--- config.mk ---
export PLATFORM = sky130hd
export DESIGN_NAME = mb_ser_wide
export DESIGN_NICKNAME = d
export VERILOG_FILES = /design/src/rtl/mb_ser_wide.sv
export SDC_FILE = /design/constraint.sdc
export NUM_CORES = 1
export LEC_CHECK = 0
export CAP_MARGIN = 25
export CORE_MARGIN = 10
export CORE_UTILIZATION = 35
export DETAILED_ROUTE_END_ITERATION = 12
export SETUP_SLACK_MARGIN = 0.3
export SLEW_MARGIN = 10
export SYNTH_ARGS = -nofsm -noshare
export SYNTH_HDL_FRONTEND = slang
export SYNTH_SLANG_ARGS = --single-unit
--- constraint.sdc ---
create_clock -name clk -period 20.2 [get_ports clk]
set_clock_uncertainty 0.1 [all_clocks]
set_input_delay 5.05 -clock clk [delete_from_list [all_inputs] [get_ports clk]]
set_output_delay 5.05 -clock clk [all_outputs]
set_load 0.005 [all_outputs]
--- src/rtl/mb_ser_wide.sv ---
// mb_ser_wide: multi-lane coefficient serializer.
// Pops one block of N (sign,pos) entries from a show-ahead buffer and
// emits up to LANES entries per beat into the sign/pos FIFOs.
// Ports:
//   clk, rst (sync, active-low), clk_en (global hold)
//   sign_in/pos_in/size_in/slice_end : block from buffer, valid while !mb_empty
//   sign_afull/pos_afull             : downstream back-pressure
//   mb_rd                            : combinational pop strobe
//   sign_out/pos_out/lane_vld/mb_wr/blk_last/slice_end_out : registered beat
module mb_ser_wide #(
   parameter int N     = 64,
   parameter int POS_W = $clog2(N),
   parameter int SZ_W  = $clog2(N+1),
   parameter int LANES = 2
) (
   input  logic                   clk,
   input  logic                   rst,
   input  logic                   clk_en,
   input  logic [N-1:0]           sign_in,
   input  logic [N*POS_W-1:0]     pos_in,
   input  logic [SZ_W-1:0]        size_in,
   input  logic                   mb_empty,
   input  logic                   slice_end,
   input  logic                   sign_afull,
   input  logic                   pos_afull,
   output logic                   mb_rd,
   output logic [LANES-1:0]       sign_out,
   output logic [LANES*POS_W-1:0] pos_out,
   output logic [LANES-1:0]       lane_vld,
   output logic                   mb_wr,
   output logic                   blk_last,
   output logic                   slice_end_out
);

   typedef enum logic {IDLE, EMIT} state_t;

   state_t                 state_q, state_d;
   logic [SZ_W-1:0]        rem_q, rem_d;
   logic [SZ_W-1:0]        idx_q, idx_d;
   logic                   slf_q, slf_d;
   logic [N-1:0]           sign_buf_q, sign_buf_d;
   logic [POS_W-1:0]       pos_buf_q [N];
   logic [POS_W-1:0]       pos_buf_d [N];
   logic [LANES-1:0]       sign_out_q, sign_out_d;
   logic [LANES*POS_W-1:0] pos_out_q, pos_out_d;
   logic [LANES-1:0]       lane_vld_q, lane_vld_d;
   logic                   mb_wr_q, mb_wr_d;
   logic                   blk_last_q, blk_last_d;
   logic                   slice_end_out_q, slice_end_out_d;

   logic            stall;
   logic            last;
   logic            beat;
   logic [SZ_W-1:0] k;
   logic [POS_W-1:0] sl;

   always_comb begin
      stall = sign_afull | pos_afull;
      // remaining entries fit in this beat
      last  = (state_q == EMIT) && (rem_q <= SZ_W'(LANES));
      k     = (rem_q < SZ_W'(LANES)) ? rem_q : SZ_W'(LANES);
      beat  = clk_en & ~stall & (state_q == EMIT);
      mb_rd = clk_en & ~mb_empty & ~stall & ((state_q == IDLE) | last);

      state_d         = state_q;
      rem_d           = rem_q;
      idx_d           = idx_q;
      slf_d           = slf_q;
      sign_buf_d      = sign_buf_q;
      pos_buf_d       = pos_buf_q;
      sign_out_d      = sign_out_q;
      pos_out_d       = pos_out_q;
      lane_vld_d      = lane_vld_q;
      mb_wr_d         = mb_wr_q;
      blk_last_d      = blk_last_q;
      slice_end_out_d = slice_end_out_q;
      sl              = '0;

      // strobes are single-cycle unless the whole block is frozen
      if (clk_en) begin
         mb_wr_d         = 1'b0;
         lane_vld_d      = '0;
         blk_last_d      = 1'b0;
         slice_end_out_d = 1'b0;
      end

      if (beat) begin
         // an empty block only produces a beat when it ends a slice
         if ((k != '0) || slf_q) begin
            mb_wr_d         = 1'b1;
            blk_last_d      = last;
            slice_end_out_d = last & slf_q;
            for (int i = 0; i < LANES; i++) begin
               sl = POS_W'(idx_q + SZ_W'(i));
               if (SZ_W'(i) < k) begin
                  lane_vld_d[i] = 1'b1;
                  sign_out_d[i] = sign_buf_q[sl];
                  pos_out_d[i*POS_W +: POS_W] = pos_buf_q[sl];
               end else begin
                  sign_out_d[i] = 1'b0;
                  pos_out_d[i*POS_W +: POS_W] = '0;
               end
            end
         end
         idx_d = idx_q + k;
         rem_d = rem_q - k;
         if (last) state_d = IDLE;
      end

      // capture overrides the end-of-block transition
      if (mb_rd) begin
         sign_buf_d = sign_in;
         for (int s = 0; s < N; s++)
            pos_buf_d[s] = pos_in[s*POS_W +: POS_W];
         rem_d   = (size_in > SZ_W'(N)) ? SZ_W'(N) : size_in;
         idx_d   = '0;
         slf_d   = slice_end;
         state_d = EMIT;
      end
   end

   always_ff @(posedge clk) begin
      if (!rst) begin
         state_q         <= IDLE;
         rem_q           <= '0;
         idx_q           <= '0;
         slf_q           <= 1'b0;
         sign_out_q      <= '0;
         pos_out_q       <= '0;
         lane_vld_q      <= '0;
         mb_wr_q         <= 1'b0;
         blk_last_q      <= 1'b0;
         slice_end_out_q <= 1'b0;
      end else begin
         state_q         <= state_d;
         rem_q           <= rem_d;
         idx_q           <= idx_d;
         slf_q           <= slf_d;
         sign_buf_q      <= sign_buf_d;
         pos_buf_q       <= pos_buf_d;
         sign_out_q      <= sign_out_d;
         pos_out_q       <= pos_out_d;
         lane_vld_q      <= lane_vld_d;
         mb_wr_q         <= mb_wr_d;
         blk_last_q      <= blk_last_d;
         slice_end_out_q <= slice_end_out_d;
      end
   end

   assign sign_out      = sign_out_q;
   assign pos_out       = pos_out_q;
   assign lane_vld      = lane_vld_q;
   assign mb_wr         = mb_wr_q;
   assign blk_last      = blk_last_q;
   assign slice_end_out = slice_end_out_q;

endmodule

# Word level (Yosys, flattened, before mapping)
# Index checks and enable logic that the tools add are counted.
# W data, S select, Z words.
[word_totals] register_bits=483 in_bits=462 out_inout_bits=20 elab_cells=145
[classes] addsub=3 magnitude_cmp=9 mux=35 bitwise_logic=14 reduce_logical=9
[op_table] cell="$bmux W6 S6" n=2
[op_table] cell="$mux W6" n=6
[op_table] cell="$mux W7" n=4
[op_table] cell="$mux W1" n=18
[op_table] cell="$ge A7 B7 Y1 const B" n=2
[op_table] cell="$lt A1 B7 Y1 const A" n=2
[op_table] cell="$lt A6 B7 Y1 const B" n=2
[op_table] cell="$not A6 Y7" n=2
[op_table] cell="$bmux W1 S6" n=2
[op_table] cell="$add A7 B7 Y7" n=1
[op_table] cell="$gt A7 B7 Y1 const B" n=1
[op_table] cell="$le A7 B2 Y1 const B" n=1
[op_table] cell="$lt A7 B2 Y1 const B" n=1
[op_table] cell="$reduce_bool A7 Y1" n=1
[op_table] cell="$sub A7 B7 Y7" n=1
[op_table] cell="$add A6 B1 Y6 const B" n=1
[op_table] cell="$and A1 B1 Y1" n=6
[op_table] cell="$mux W2" n=3
[op_table] cell="$reduce_and A2 Y1" n=3
[op_table] cell="$not A1 Y1" n=4
[op_table] cell="$reduce_bool A2 Y1" n=2
[op_table] cell="$or A1 B1 Y1" n=2
[op_table] cell="$reduce_or A2 Y1" n=1
[op_table] cell="$logic_and A1 B1 Y1" n=1
[op_table] cell="$logic_or A1 B1 Y1" n=1

# Logic depth before layout (Yosys ltp)
# Gate-level depths: netlist of the first run.
[depth] ltp_word=6 ltp_mapped=11 mapped_depth_nobuf=10

# Worst setup path after synthesis of the first run
# No wires, ideal clock.
[synth_path] kind="in2reg" start="input port pos_afull" end="register pos_buf_q[0] (netlist bit) (enable)" setup_time_ns=0.873 arrival_ns=15.994 required_time_ns=19.227 setup_slack_ns=3.233 path_stages=5 n_path_buf=0 path_cell_list="nor3b_1 -> nand2b_1 -> a21o_1 -> inv_1 -> and2_1"
[synth_via] elab_chain_len=5
[synth_lines] element="start: declaration" line="25" text="input logic pos_afull,"
[synth_lines] element="$or A1 B1 Y1" line="58" text="stall = sign_afull | pos_afull;"
[synth_lines] element="$not A1 Y1" line="63" text="mb_rd = clk_en & ~mb_empty & ~stall & ((state_q == IDLE) | last);"
[synth_lines] element="$and A1 B1 Y1 (2 in series)" line="63"
[synth_lines] element="net mb_rd" line="26" text="output logic mb_rd,"
[synth_lines] element="$reduce_and A2 Y1 (no line)"
[synth_lines] element="end signal: assignment" line="140" text="pos_buf_q <= pos_buf_d;"
[synth_lines] element="end: declaration" line="42" text="logic [POS_W-1:0] pos_buf_q [N];"
# The timed path passes the listed nets, and every way through them passes these cells.
# A chain may end at the register's enable or synchronous reset.

# Final worst setup path of the first run
[layout_path] start="input port clk_en" end="output port mb_rd"
[layout_via] elab_chain_len=3
[layout_lines] element="start: declaration" line="18" text="input logic clk_en,"
[layout_lines] element="$and A1 B1 Y1 (3 in series)" line="63"
[layout_lines] element="end: declaration" line="26"
# Every way passes these cells.

==> results.md, run 1 <==
- Async set-reset flop share out of synthesis: 0%
- RSZ-0062 raised after global routing: no
- Initial DRC count: about 1300
- Post-CTS Setup Repair Bufs: 0
- Post-synth EDFFs: 448
- Die area: around 75000 um2
- Outcome: completed
- Final setup vio count: 0
- Net Sw Frac: about a fifth
- Setup TNS: 0 ps
- Vias in the first global route: between 15000 and 20000
- Share of post-route cells with drive strength above 1: a little under a fifth
- Clk network pwr share: a little under half
- P_int: around 1.8 mW
- GRT Util Overall: 19.4%
- Area grow syn2layout: 33.9%
- Largest area contributor in the netlist: edfxtp_1
- Avg Inst Size Synth: 17.9 um2
- Crit. End Element: output port
- Post-route minimum period: about 12000 ps
- Worst-Margin Slew: 1110 ps
- Synth cell types: 59
- Grt total ovfl: 0
- Pleak: around 9.3 nW
- Core Rows: slightly above 90
- CTS Sinks: slightly below 500
- Final non-filler cell area: 30000 um2
- Per-cell routed wire length: about 28 um
- CTS Hold Bufs: 0
- CTS tree: done
- Largest net degree at the start of global routing: about 190
- First-pass GRT wire length: 106000 um
- Initial Util: a little over a third
- Worst vdd ir: roughly 62 uV
- Yosys reg bits: about 480
- Post_cts resized: 0
- Final Slew Violations: 0
- Clock input transition at the sequential cells of the worst setup and hold paths: 60 ps
- Vias/cell: 5.45
- Required time of the critical path: roughly 15000 ps
- Register area share after synthesis: between 60% and 70%
- Combinational power share: 5.6%
- Placed cell areas: ~28000 um2
- Power Dens Cells: approximately 76 nW/um2
- Routed vias: ~14000
- Number of top-level pins: a little under 500
- Post-DP HPWL: between 50000 and 60000 um
- Die width: around 270 um
- Post-route ant nets: 0
- Tcrit/Tclk final: about three fifths
- IO buf count: around 480
- CTS Buffer Depth: 3
- Synth top area share: between 60 and 70%
- Clk root buf: clkbuf_16
- Total CTS buffers: 53
- Die Height: about 270 um
- Crit Path Max Fanout: 7
- Clk_lat worst skew: roughly 610 ps
- Seq pwr share: 48.9%
- Psw: about 0.46 mW
- F_max: between 80 and 90 MHz
- Worst setup path class: input port to output port
- Hold Vio Cnt, Final: 0
- Post-Syn Instances: 1254
- Nets: between 2000 and 2500
- Hold WC Path Type: register to register
- Startpoint types: input port
- Worst path arrival time: a little over 7000 ps
- Mapped cell area: 22400 um2
- Ys Warns: 0
- GPL Wtd Cong: around 0.83
- Largest cells by area after synthesis: edfxtp_1 (60%), mux4_2 (20%), dfxtp_1 (3.0%)
- Top FF cell, synth: edfxtp_1
- Number of max-cap violations: 0
- Initial DRT Pass Iterations: 8
- Initial antenna violation count: 9
- Placeable core area: roughly 63000 um2
- H-Tree Depth: 2
- Relative slew margins: between 20% and 30%
- DRC errors left: 0
- Final WL: about 74000 um
-- registers in the layout, indices dropped and copies added, names as in the netlist, 2 cells and up --
| register | flops |
|---|---|
| pos_buf_q | 384 |
| sign_buf_q | 64 |
| pos_out | 12 |
| rem_q | 7 |
| idx_q | 6 |
| lane_vld | 2 |
| sign_out | 2 |
-- power by group through the flow --
stage,clock network (mW),logic (mW),registers (mW)
CTS,1.06,0.130,1.11
finish,1.03,0.128,1.11
global placement,0,0.129,1.13
floorplan,0,0.0226,1.13
global route,1.10,0.135,1.11
detailed placement,0,0.129,1.13
-- worst max-delay path, cell delays in order --
cell and delay, ps:
clkdlybuf4s50_1 580, nor3b_1 370, nand2b_1 180, a21o_1 230, inv_1 160, clkdlybuf4s50_1 540
-- Yosys cell counts, drive strengths merged (15+ instances only) --
cell / instances
nand2: 114
dfxtp: 34
o21ai: 19
a221oi: 28
clkbuf: 32
mux4: 208
buf: 59
edfxtp: 448
nand3: 40
a21oi: 15
mux2i: 66
nor2: 22
-- metal layers --
metal / wire length (um) / track usage (%)
met2: 38000 / 33.5
met4: 1790 / 5.73
met1: 28000 / 23.6
met3: 6100 / 5.26
met5: 72 / 0
-- layout make-up --
class	count	area (um2)
Timing Repair Buffer	505	5050
Inverter	11	41.3
Fill cell	5265	33200
Tap cell	846	1060
Sequential cell	482	14100
Clock inverter	37	485
Antenna cell	5	12.5
Multi-Input combinational cell	672	7830
Clock buffer	61	1380
-- placed cells by master, fill, tap and decap left out, types with 8 or more instances in the layout --
cell type,netlist,routed
dfxtp_1,34,30
mux4_2,203,203
a22oi_1,13,13
buf_4,10,21
edfxtp_1,448,448
a21oi_1,15,15
bufinv_16,0,10
clkdlybuf4s50_1,0,481
inv_1,11,10
clkinv_1,0,8
nor2_1,21,20
o21ai_0,12,12
nand3_1,40,40
nand4_1,9,9
clkbuf_16,0,54
nand2_1,114,114
a32oi_1,10,10
a221oi_1,28,28
mux2i_1,66,66
a31oi_1,10,10
nor2b_1,13,10
o211ai_1,9,9
-- worst paths after layout --
check | slack (ps) | depth (start not counted) | startpoint | end
hold reg to reg | 360 | 2 | pos_out[7] | pos_out[7]
hold / removal | 360 | 2 | pos_out[7] | pos_out[7]
setup reg to reg | 15210 | 8 | idx_q[0] | pos_out[0]
setup / recovery | 7950 | 6 | clk_en | mb_rd
-- through the flow --
step / power (mW) / setup slack [ps] / std cells / utilization (%) / hold slack (ps)
2_1_floorplan: 1.16 / 3230 / 1256 / - / 350
4_1_cts: 2.30 / 7970 / 2612 / 47.4 / 364
6_report: 2.27 / 7950 / 2619 / 47.5 / 360
5_1_grt: 2.34 / 7780 / 2617 / 47.5 / 383
3_3_place_gp: 1.26 / 8000 / 2514 / 44.4 / 343
3_5_place_dp: 1.26 / 7980 / 2514 / 44.4 / 349
-- cells by family (layout without fill, tap and decap cells) --
kind of cell             Yosys count  in the layout  share of synthesized area, %
adder cells (fa/ha/maj)            8              8                         0.480
buffers and inverters            102            614                          2.42
other                              2              9                        0.0335
AO/OA/AOI/OAI                    141            141                          4.62
flip-flops                       482            482                          63.1
multiplexers                     281            281                          24.3
XOR/XNOR                           8              8                         0.346
AND/OR/NAND/NOR                  230            230                          4.75
No activity file was read; power rests on OpenSTA's default activity.
==> inputs of run 2 (changes only) <==
==> constraint.sdc (replaced) <==
create_clock -name clk -period 11.1 [get_ports clk]
set_clock_uncertainty 0.1 [all_clocks]
set_input_delay 2.775 -clock clk [delete_from_list [all_inputs] [get_ports clk]]
set_output_delay 2.775 -clock clk [all_outputs]
set_load 0.005 [all_outputs]
==> results.md, run 2 (synthesis gave the netlist of run 1 again) <==
- Outcome: completed
- Worst setup path class: input port to output port
- CP startpoint: clk_en
- Worst-Margin Slew: 1150 ps (+36.3 ps)
- Post-route minimum period: a little under 8000 ps
- Crit. End Element: output port
- Die area: 74600 um2 (unchanged)
- P_int: 3.26 mW (+80%)
- Total CTS buffers: 55 (+3.8%)
- Slowest CP cell: clkdlybuf4s50_1
- Vias/cell: 5.48 (+0.40%)
- Final Slew Violations: 0 (unchanged)
- Max reg flops: 384 (unchanged)
- Top delay family on crit path: buffers and inverters
- Post-DP HPWL: 55300 um (+2.1%)
- Initial DRT Pass Iterations: 6 (-2)
- Met3 Wirelength: 5510 um (-9.8%)
- Area grow syn2layout: 33.5%
- Routed met2 length: 38600 um (+1.5%)
- IO buf count: 481 (unchanged)
- Hold Vio Cnt, Final: 0 (unchanged)
- Leading cell types in the layout, fill and taps excluded: clkdlybuf4s50_1 (481), edfxtp_1 (448), mux4_2 (203), nand2_1 (114), mux2i_1 (66)
- Max incr delay on CP: 590 ps (about the same)
- Number of max-cap violations: 0 (unchanged)
- Clk_lat worst skew: 600 ps (about the same)
- Clk root buf: clkbuf_16
- GPL Wtd Cong: 0.811 (-2.3%)
- Nets: 2194 (-0.046%)
- Seq pwr share: 49.3% (+0.4 points)
- Setup TNS: 0 ps (unchanged)
- Crit Path Max Fanout: 7 (unchanged)
- Core Rows: 92 (unchanged)
- H-Tree Depth: 2 (unchanged)
- GRT Util Overall: 19.7% (+0.29 points)
- Worst path arrival time: 4860 ps (-2240 ps)
- Most flop-heavy register: pos_buf_q
- Relative slew margins: 23.3% (-2.4 points)
- CTS Buffer Depth: 3 (unchanged)
- Startpoint types: input port
- Share of post-route cells with drive strength above 1: 18.9% (-0.15 points)
- Initial antenna violation count: 12 (+3)
- Vias in the first global route: 15624 (+0.83%)
- Final setup vio count: 0 (unchanged)
- Hold path start: pos_out[2]
- Worst path bufs/invs: 3 (unchanged)
- Most common cell after layout, fill and taps aside: clkdlybuf4s50_1
- CTS Sinks: 482 (unchanged)
- Net Sw Frac: 20.3% (+0.25 points)
- Tcrit/Tclk final: a little over two thirds
- Post_cts resized: 0 (unchanged)
- Initial Util: 35.5% (unchanged)
- Combinational power share: 5.7% (about the same)
- Grt total ovfl: 0 (unchanged)
- CTS tree: done
- Required time of the critical path: 8230 ps (-6820 ps)
- Worst R2R Start: idx_q[0]
- Clk network pwr share: 44.9% (-0.6 points)
- F_max: 129 MHz
- Met1 Wirelength: 28900 um (+2.9%)
- CTS Hold Bufs: 0 (unchanged)
- RSZ-0062 raised after global routing: no
- Die Height: 273 um (unchanged)
- Clock input transition at the sequential cells of the worst setup and hold paths: 60 ps (about the same)
- Final instance count without filler cells: 2623 (+0.15%)
- Number of top-level pins: 482 (unchanged)
- Placed cell count: 2513 (-0.040%)
- Post-CTS Setup Repair Bufs: 0 (unchanged)
- Post-route ant nets: 0 (unchanged)
- First-pass GRT wire length: 107000 um (+1.3%)
- Pleak: 9.24 nW (-0.39%)
- Placeable core area: 63200 um2 (unchanged)
- DRC errors left: 0 (unchanged)
- Routed vias: 14365 (+0.55%)
- Critical path cell sequence: clkdlybuf4s50_1 > nor3b_1 > nand2b_1 > a21o_1 > inv_1 > clkdlybuf4s50_1
- Initial DRC count: 1179 (-12%)
- Power Dens Cells: 137 nW/um2 (+81%)
- Final WL: 75300 um (+1.8%)
- Most used cell, CP: clkdlybuf4s50_1
- Per-cell routed wire length: 28.7 um (+1.6%)
- Worst vdd ir: 149 uV (+140%)
- Largest net degree at the start of global routing: 184 (-1.6%)
- Hold WC Path Type: register to register
- Die width: 273 um (unchanged)
- Highest Signal Layer: met5
- Psw: 0.832 mW (+83%)
## run 2: changes by cell type in the layout (fill, tap and decap cells not counted), sizes merged
cell,change
clkinv,+7
buf,-3
bufinv,-3
clkbuf,+3
inv,-2
clkinvlp,+1
diode,+1
## run 2: worst register-to-register path, delay by kind of cell, from the launching register on
family,cells,cell delay [ps]
simple gates,1,190
mux,2,1110
flops,1,820
buf+inv,2,1600
compound gates,2,370
## run 2: power by group through the flow
| stage | clock [mW] | sequential [mW] | combinational, mW |
|---|---|---|---|
| 2_1_floorplan | 0 | 2.06 | 0.0412 |
| 3_3_place_gp | 0 | 2.05 | 0.236 |
| 3_5_place_dp | 0 | 2.06 | 0.237 |
| 4_1_cts | 1.88 | 2.02 | 0.238 |
| 5_1_grt | 1.96 | 2.02 | 0.248 |
| 6_report | 1.84 | 2.02 | 0.235 |
## run 2: per-layer routing
layer | global-route usage (%) | vias up
met2 | 34.0 | 598
met4 | 7.01 | 12
li1 | - | 6207
met3 | 4.79 | 135
met5 | 0 | -
met1 | 23.7 | 7413
## run 2: through the flow
| step | util, % | power [mW] | hold slack (ps) | worst slack (ps) | instance area [um2] |
|---|---|---|---|---|---|
| floorplan | - | 2.10 | 350 | 1520 | 22400 |
| global placement | 44.4 | 2.29 | 349 | 3470 | 28100 |
| detailed placement | 44.4 | 2.29 | 358 | 3400 | 28100 |
| CTS | 47.3 | 4.14 | 375 | 3390 | 29900 |
| global route | 47.4 | 4.22 | 389 | 3220 | 29900 |
| finish | 47.4 | 4.09 | 372 | 3360 | 29900 |
## run 2: area by class of cell
type | count | area (um2)
clock inverter | 40 | 405
tap | 846 | 1060
multi-input combinational | 672 | 7830
inverter | 11 | 41.3
fill | 5396 | 33300
sequential | 482 | 14100
antenna | 6 | 15.0
clock buffer | 64 | 1430
timing repair buffer | 502 | 5000
## run 2: final timing paths
path | endpoint | slack, ps | cells past startpoint
worst max-delay path | mb_rd | 3360 | 6
worst max register to register | pos_out[4] | 6800 | 7
worst min-delay path | pos_out[2] | 370 | 1
worst min register to register | pos_out[2] | 370 | 1
